**config.mk**
```make
export PLATFORM = sky130hd
export DESIGN_NAME = sequence_generator
export DESIGN_NICKNAME = d
export VERILOG_FILES = /design/src/rtl/sequence_generator_pkg.sv /design/src/rtl/sequence_generator_lfsr16.sv /design/src/rtl/sequence_generator.sv
export SDC_FILE = /design/constraint.sdc
export NUM_CORES = 1
export LEC_CHECK = 0
export ABC_CLOCK_PERIOD_IN_PS = 1300
export CORE_MARGIN = 2
export CORE_UTILIZATION = 46
export CTS_BUF_LIST = sky130_fd_sc_hd__clkbuf_4 sky130_fd_sc_hd__clkbuf_8 sky130_fd_sc_hd__clkbuf_16
export DETAILED_ROUTE_END_ITERATION = 6
export PLACE_DENSITY_LB_ADDON = 0.3
export SYNTH_ARGS = -nofsm -noshare
export SYNTH_HDL_FRONTEND = slang
export SYNTH_HIERARCHICAL = 1
export SYNTH_SLANG_ARGS = --single-unit
```
**constraint.sdc**
```tcl
create_clock -name clk_sys_i -period 1.3 [get_ports clk_sys_i]
set_clock_uncertainty 0.05 [all_clocks]
set_input_delay 0.13 -clock clk_sys_i [delete_from_list [all_inputs] [get_ports clk_sys_i]]
set_output_delay 0.13 -clock clk_sys_i [all_outputs]
set_load 0.02 [all_outputs]
```
**src/rtl/sequence_generator_pkg.sv**
```systemverilog
// Shared types and constants for the memory-game sequence generator and its LFSR.
package sequence_generator_pkg;

  typedef enum logic [1:0] {
    ST_IDLE  = 2'd0,
    ST_WRITE = 2'd1,
    ST_DONE  = 2'd2
  } seq_state_e;

  localparam logic [15:0] LFSR_MASK  = 16'hB400;
  localparam int          MAX_LEN    = 32;
  localparam int          DIGIT_BASE = 10;

  // Folds the 16 nibble codes onto 0..9; codes 10..15 land on 4..9.
  function automatic logic [3:0] lfsr_digit(input logic [15:0] v);
    logic [3:0] n;
    n = v[3:0];
    if (n >= 4'(DIGIT_BASE)) begin
      return n - 4'(16 - DIGIT_BASE);
    end
    return n;
  endfunction

  function automatic logic [6:0] calc_len(input logic [3:0] diff);
    logic [6:0] raw;
    raw = ({3'b000, diff} + 7'd1) << 2;
    if (raw > 7'(MAX_LEN)) begin
      return 7'(MAX_LEN);
    end
    return raw;
  endfunction

endpackage

```
**src/rtl/sequence_generator_lfsr16.sv**
```systemverilog
// Free-running 16-bit Galois LFSR; also usable by the controller for tie-breaks.
module sequence_generator_lfsr16
  import sequence_generator_pkg::*;
#(
  parameter logic [15:0] SEED = 16'hACE1
) (
  input  logic        clk_sys_i,
  input  logic        rst_b_i,
  output logic [15:0] q_o
);

  // An all-zero state would lock the register up, so it is never loaded.
  localparam logic [15:0] SEED_NZ = (SEED == 16'h0000) ? 16'h0001 : SEED;

  logic [15:0] lfsr_q;
  logic [15:0] lfsr_d;

  always_comb begin
    lfsr_d = lfsr_q >> 1;
    if (lfsr_q[0]) begin
      lfsr_d = (lfsr_q >> 1) ^ LFSR_MASK;
    end
  end

  always_ff @(posedge clk_sys_i) begin
    if (!rst_b_i) begin
      lfsr_q <= SEED_NZ;
    end else begin
      lfsr_q <= lfsr_d;
    end
  end

  assign q_o = lfsr_q;

endmodule

```
**src/rtl/sequence_generator.sv**
```systemverilog
// Writes one round of random decimal digits to the sequence RAM, answering the
// controller's GoGen/FinGen four-phase handshake.
//
// state    | meaning
// ST_IDLE  | waiting for GoGen, nothing driven
// ST_WRITE | one RAM write per cycle, addresses 0..SeqLen-1
// ST_DONE  | FinGen high until GoGen drops
module sequence_generator
  import sequence_generator_pkg::*;
#(
  parameter int          ADDR_W  = 5,
  parameter int          DIGIT_W = 4,
  parameter logic [15:0] SEED    = 16'hACE1
) (
  input  logic              clk_sys_i,
  input  logic              rst_b_i,
  input  logic              go_gen_i,
  input  logic [3:0]        diff_i,
  output logic              fin_gen_o,
  output logic              ram_wr_en_o,
  output logic [ADDR_W-1:0] ram_addr_o,
  output logic [DIGIT_W-1:0] ram_data_o,
  output logic [ADDR_W:0]   seq_len_o
);

  localparam int LEN_W = ADDR_W + 1;

  seq_state_e        state_q, state_d;
  logic [ADDR_W-1:0] addr_q, addr_d;
  logic [LEN_W-1:0]  seq_len_q, seq_len_d;
  logic [15:0]       lfsr_q;
  logic              last_write;

  sequence_generator_lfsr16 #(
    .SEED (SEED)
  ) u_lfsr (
    .clk_sys_i (clk_sys_i),
    .rst_b_i   (rst_b_i),
    .q_o       (lfsr_q)
  );

  assign last_write = ({1'b0, addr_q} == (seq_len_q - LEN_W'(1)));

  always_ff @(posedge clk_sys_i) begin
    if (!rst_b_i) begin
      state_q   <= ST_IDLE;
      addr_q    <= '0;
      seq_len_q <= '0;
    end else begin
      state_q   <= state_d;
      addr_q    <= addr_d;
      seq_len_q <= seq_len_d;
    end
  end

  always_comb begin
    state_d = state_q;
    case (state_q)
      ST_IDLE:  if (go_gen_i)   state_d = ST_WRITE;
      ST_WRITE: if (last_write) state_d = ST_DONE;
      ST_DONE:  if (!go_gen_i)  state_d = ST_IDLE;
      default:                  state_d = ST_IDLE;
    endcase
  end

  // Length is captured only on the accepting edge so later Diff changes are ignored.
  always_comb begin
    addr_d    = addr_q;
    seq_len_d = seq_len_q;
    if (state_q == ST_IDLE && go_gen_i) begin
      addr_d    = '0;
      seq_len_d = LEN_W'(calc_len(diff_i));
    end else if (state_q == ST_WRITE) begin
      addr_d = addr_q + ADDR_W'(1);
    end
  end

  always_comb begin
    fin_gen_o   = 1'b0;
    ram_wr_en_o = 1'b0;
    ram_addr_o  = '0;
    ram_data_o  = '0;
    case (state_q)
      ST_WRITE: begin
        ram_wr_en_o = 1'b1;
        ram_addr_o  = addr_q;
        ram_data_o  = DIGIT_W'(lfsr_digit(lfsr_q));
      end
      ST_DONE: fin_gen_o = 1'b1;
      default: ;
    endcase
  end

  assign seq_len_o = seq_len_q;

endmodule

```
==> metrics.md <==
| Metric | Value |
|---|---|
| CP Capture Type | output port |
| # clock sinks | 27 |
| Final WS setup | -147.2 ps |
| Dpl ws | -360.9 ps |
| Hold Worst Slack | around 160 ps |
| Layout cells sized above 1 | between 40% and 50% |
| Vert. Die Dim | 55.84 um |
| # H-tree levels | 1 |
| Routed WL | 2.580 mm |
| Synth Cell Area | 0.001236 sq mm |
| Worst reg2reg path depth | 6 |
| CTS buffer count | 3 |
| Worst r2r src | seq_len_o[3]$_SDFFE_PN0P_ |
| Fmax | 691.0 MHz |
| Crit path cell chain | nor2b_4 > buf_6 > o211a_1 > buf_6 |
| Core area | 0.002522 sq mm |
| Drt drc | 0 |
| GRT overflow | 0 |
| Slowest stage delay, CP | roughly 350 ps |
| Crit-path most repeated cell | buf_6 |
| Failing checks | negative setup slack |
| RSZ-0062 raised after global routing | true |
| R2R Path End | state_q[1]$_SDFFE_PN0P_ |
| Peak VDD IR | 0.001132 V |
| Drt via density | 4.985 |
| Final nets | 185 |
| CTS clk-pin slew, worst paths | 130 ps |
| Die Width | 55.84 um |
| Mapped Avg Cell Area | roughly 9.4 sq um |
| Worst path required time | about 1100 ps |
| ANT cells | 0 |
| DP HPWL | 1.795 mm |
| Yosys warns | 6 |
| Cells after synthesis | 132 |
| Crit path launch type | flip-flop |
| CP max-delay cell | dfxtp_2 |
| Max-slew violations | 0 |
| Avg WL per Cell | 12.77 um |
| Final Hold Vio Count | 0 |
| Initial antenna violation count | 0 |
| Synth-to-Final Area Change | 44.33% |
| TritonRoute pass-1 iters | 4 |
| Largest net degree at the start of global routing | 16 |
| Tot GR Track Use | 17.34% |
| Crit Path Class | reg2out |
| Final setup TNS | -1102 ps |
| Gp weighted congestion | ~0.75 |
| # port buffers | 21 |
| Pwr Density | 885.2 mW/mm^2 |
| Number of non-filler instances in the completed layout | 202 |
| Inst Count DP | 193 |
| Vias in the first global route | approximately 1100 |
| Hold path depth | 3 |
| Hold Crit Class | in2reg |
| Status | finished, violations left |
| Hold Path End | seq_len_o[2]$_SDFFE_PN0P_ |
| Top fanout value on the critical path | 4 |
| Clk buf depth | 2 |
| CTS Root Buffer Type | clkbuf_4 |
| Multi-input gate area | 732.0 sq um |
| Min Clock Period, post-route | ~1400 ps |
| Worst-skew pair later-pin latency | 310 ps |
| Initial DRC Count | 10 |
| Data arrival, critical path | 1270 ps |
| Cell Rows | 18 |
| Post-route ant nets | 0 |
| Sequential standard cell area | 560.5 sq um |
| # fillers | between 150 and 200 |
| Num ports | 24 |
| Total number of vias | 1007 |
| First-pass GRT wire length | 4.409 mm |
| Post-Route Utilization | 70.73% |
| Hold wc startpoint | diff_i[0] |
| Initial core utilization | 49.01% |
| CTS tree | yes |
| Full die area | 0.003118 sq mm |
| Hold_buf cts | 0 |
| Period utilization | 111.3% |
| Final setup viols | 12 |
| Maximum Capacitance Violations | 0 |
| Slack of the worst reg-to-reg path | -60 ps |
| Leak | 0.8024 nW |
## flip-flops by register name, summed over array words and instances, names as in the netlist
register,flops
addr_q,5
seq_len_o,4
state_q,2
u_lfsr/q_o,16
## metrics by stage
step	instance area, sq um	total power, mW
after floorplan	1266	1.085
after global placement	1577	1.177
after detailed placement	1577	1.188
after CTS	1718	1.568
after global routing	1784	1.666
final	1784	1.579
## placed cells by master (no fill, tap or decap), types with 3 or more instances in the layout
cell type        instances
o21ai_0                  3
nor2_1                   7
xor2_1                   7
mux2i_1                  3
clkdlybuf4s50_1          5
and2_4                   6
buf_6                   15
dfxtp_1                 19
clkbuf_4                 3
dfxtp_4                  4
and2_1                  10
xnor2_1                  3
dfxtp_2                  4
nand2b_1                 8
nand2_1                  6
nand3_1                  5
buf_4                   21
## worst max-delay path, delay by kind of cell (launching register included)
| family | cells | cell delay [ps] |
|---|---|---|
| simple gates | 1 | 190 |
| compound gates | 1 | 160 |
| buf+inv | 2 | 250 |
| flops | 1 | 350 |
## what timing repair did
action / in CTS / in global routing
setup buffers: 3 / 1
setup endpoints to repair: 26 / 21
gates cloned: 0 / 1
gates resized for setup: 98 / 20
pin swaps: 10 / 9
## area by class of cell
cell class              instances  area share [%]
flip-flops and latches         27           31.42
inverters                       3          0.7714
multi-input cells              92           41.02
clock inverters                 1          0.2805
well taps                      30           2.104
clock buffers                   3           1.262
repair buffers                 46           23.14
## report_power, final
group | leakage [nW] | internal (mW) | total [mW] | switching [mW]
logic | 0.557 | 0.179 | 0.338 | 0.159
registers | 0.227 | 0.871 | 0.898 | 0.0270
clock network | 0.0177 | 0.115 | 0.343 | 0.228
## routing by layer
metal | up-vias | wire (um) | global-route usage [%] | part of all wire (%)
li1 | 504 | - | - | -
met1 | 484 | 1067 | 18.23 | 41
met2 | 17 | 1415 | 35.03 | 55
met3 | 2 | 84 | 4.186 | 3.3
met4 | 0 | 12 | 2.381 | 0.47
met5 | - | 0 | 0 | 0
## worst max-delay path by stage
stage / start / to / cells after the start
final: state_q[0]$_SDFFE_PN0P_ / ram_data_o[3] / 4
after global routing: state_q[0]$_SDFFE_PN0P_ / ram_data_o[3] / 4
after CTS: u_lfsr/q_o[1]$_SDFF_PN0_ / ram_data_o[1] / 4
after detailed placement: diff_i[0] / seq_len_o[4]$_SDFFE_PN0P_ / 6
after global placement: state_q[0]$_SDFFE_PN0P_ / ram_addr_o[0] / 4
after floorplan: seq_len_o[3]$_SDFFE_PN0P_ / state_q[1]$_SDFFE_PN0P_ / 5
(Power assumes the default switching activity.)
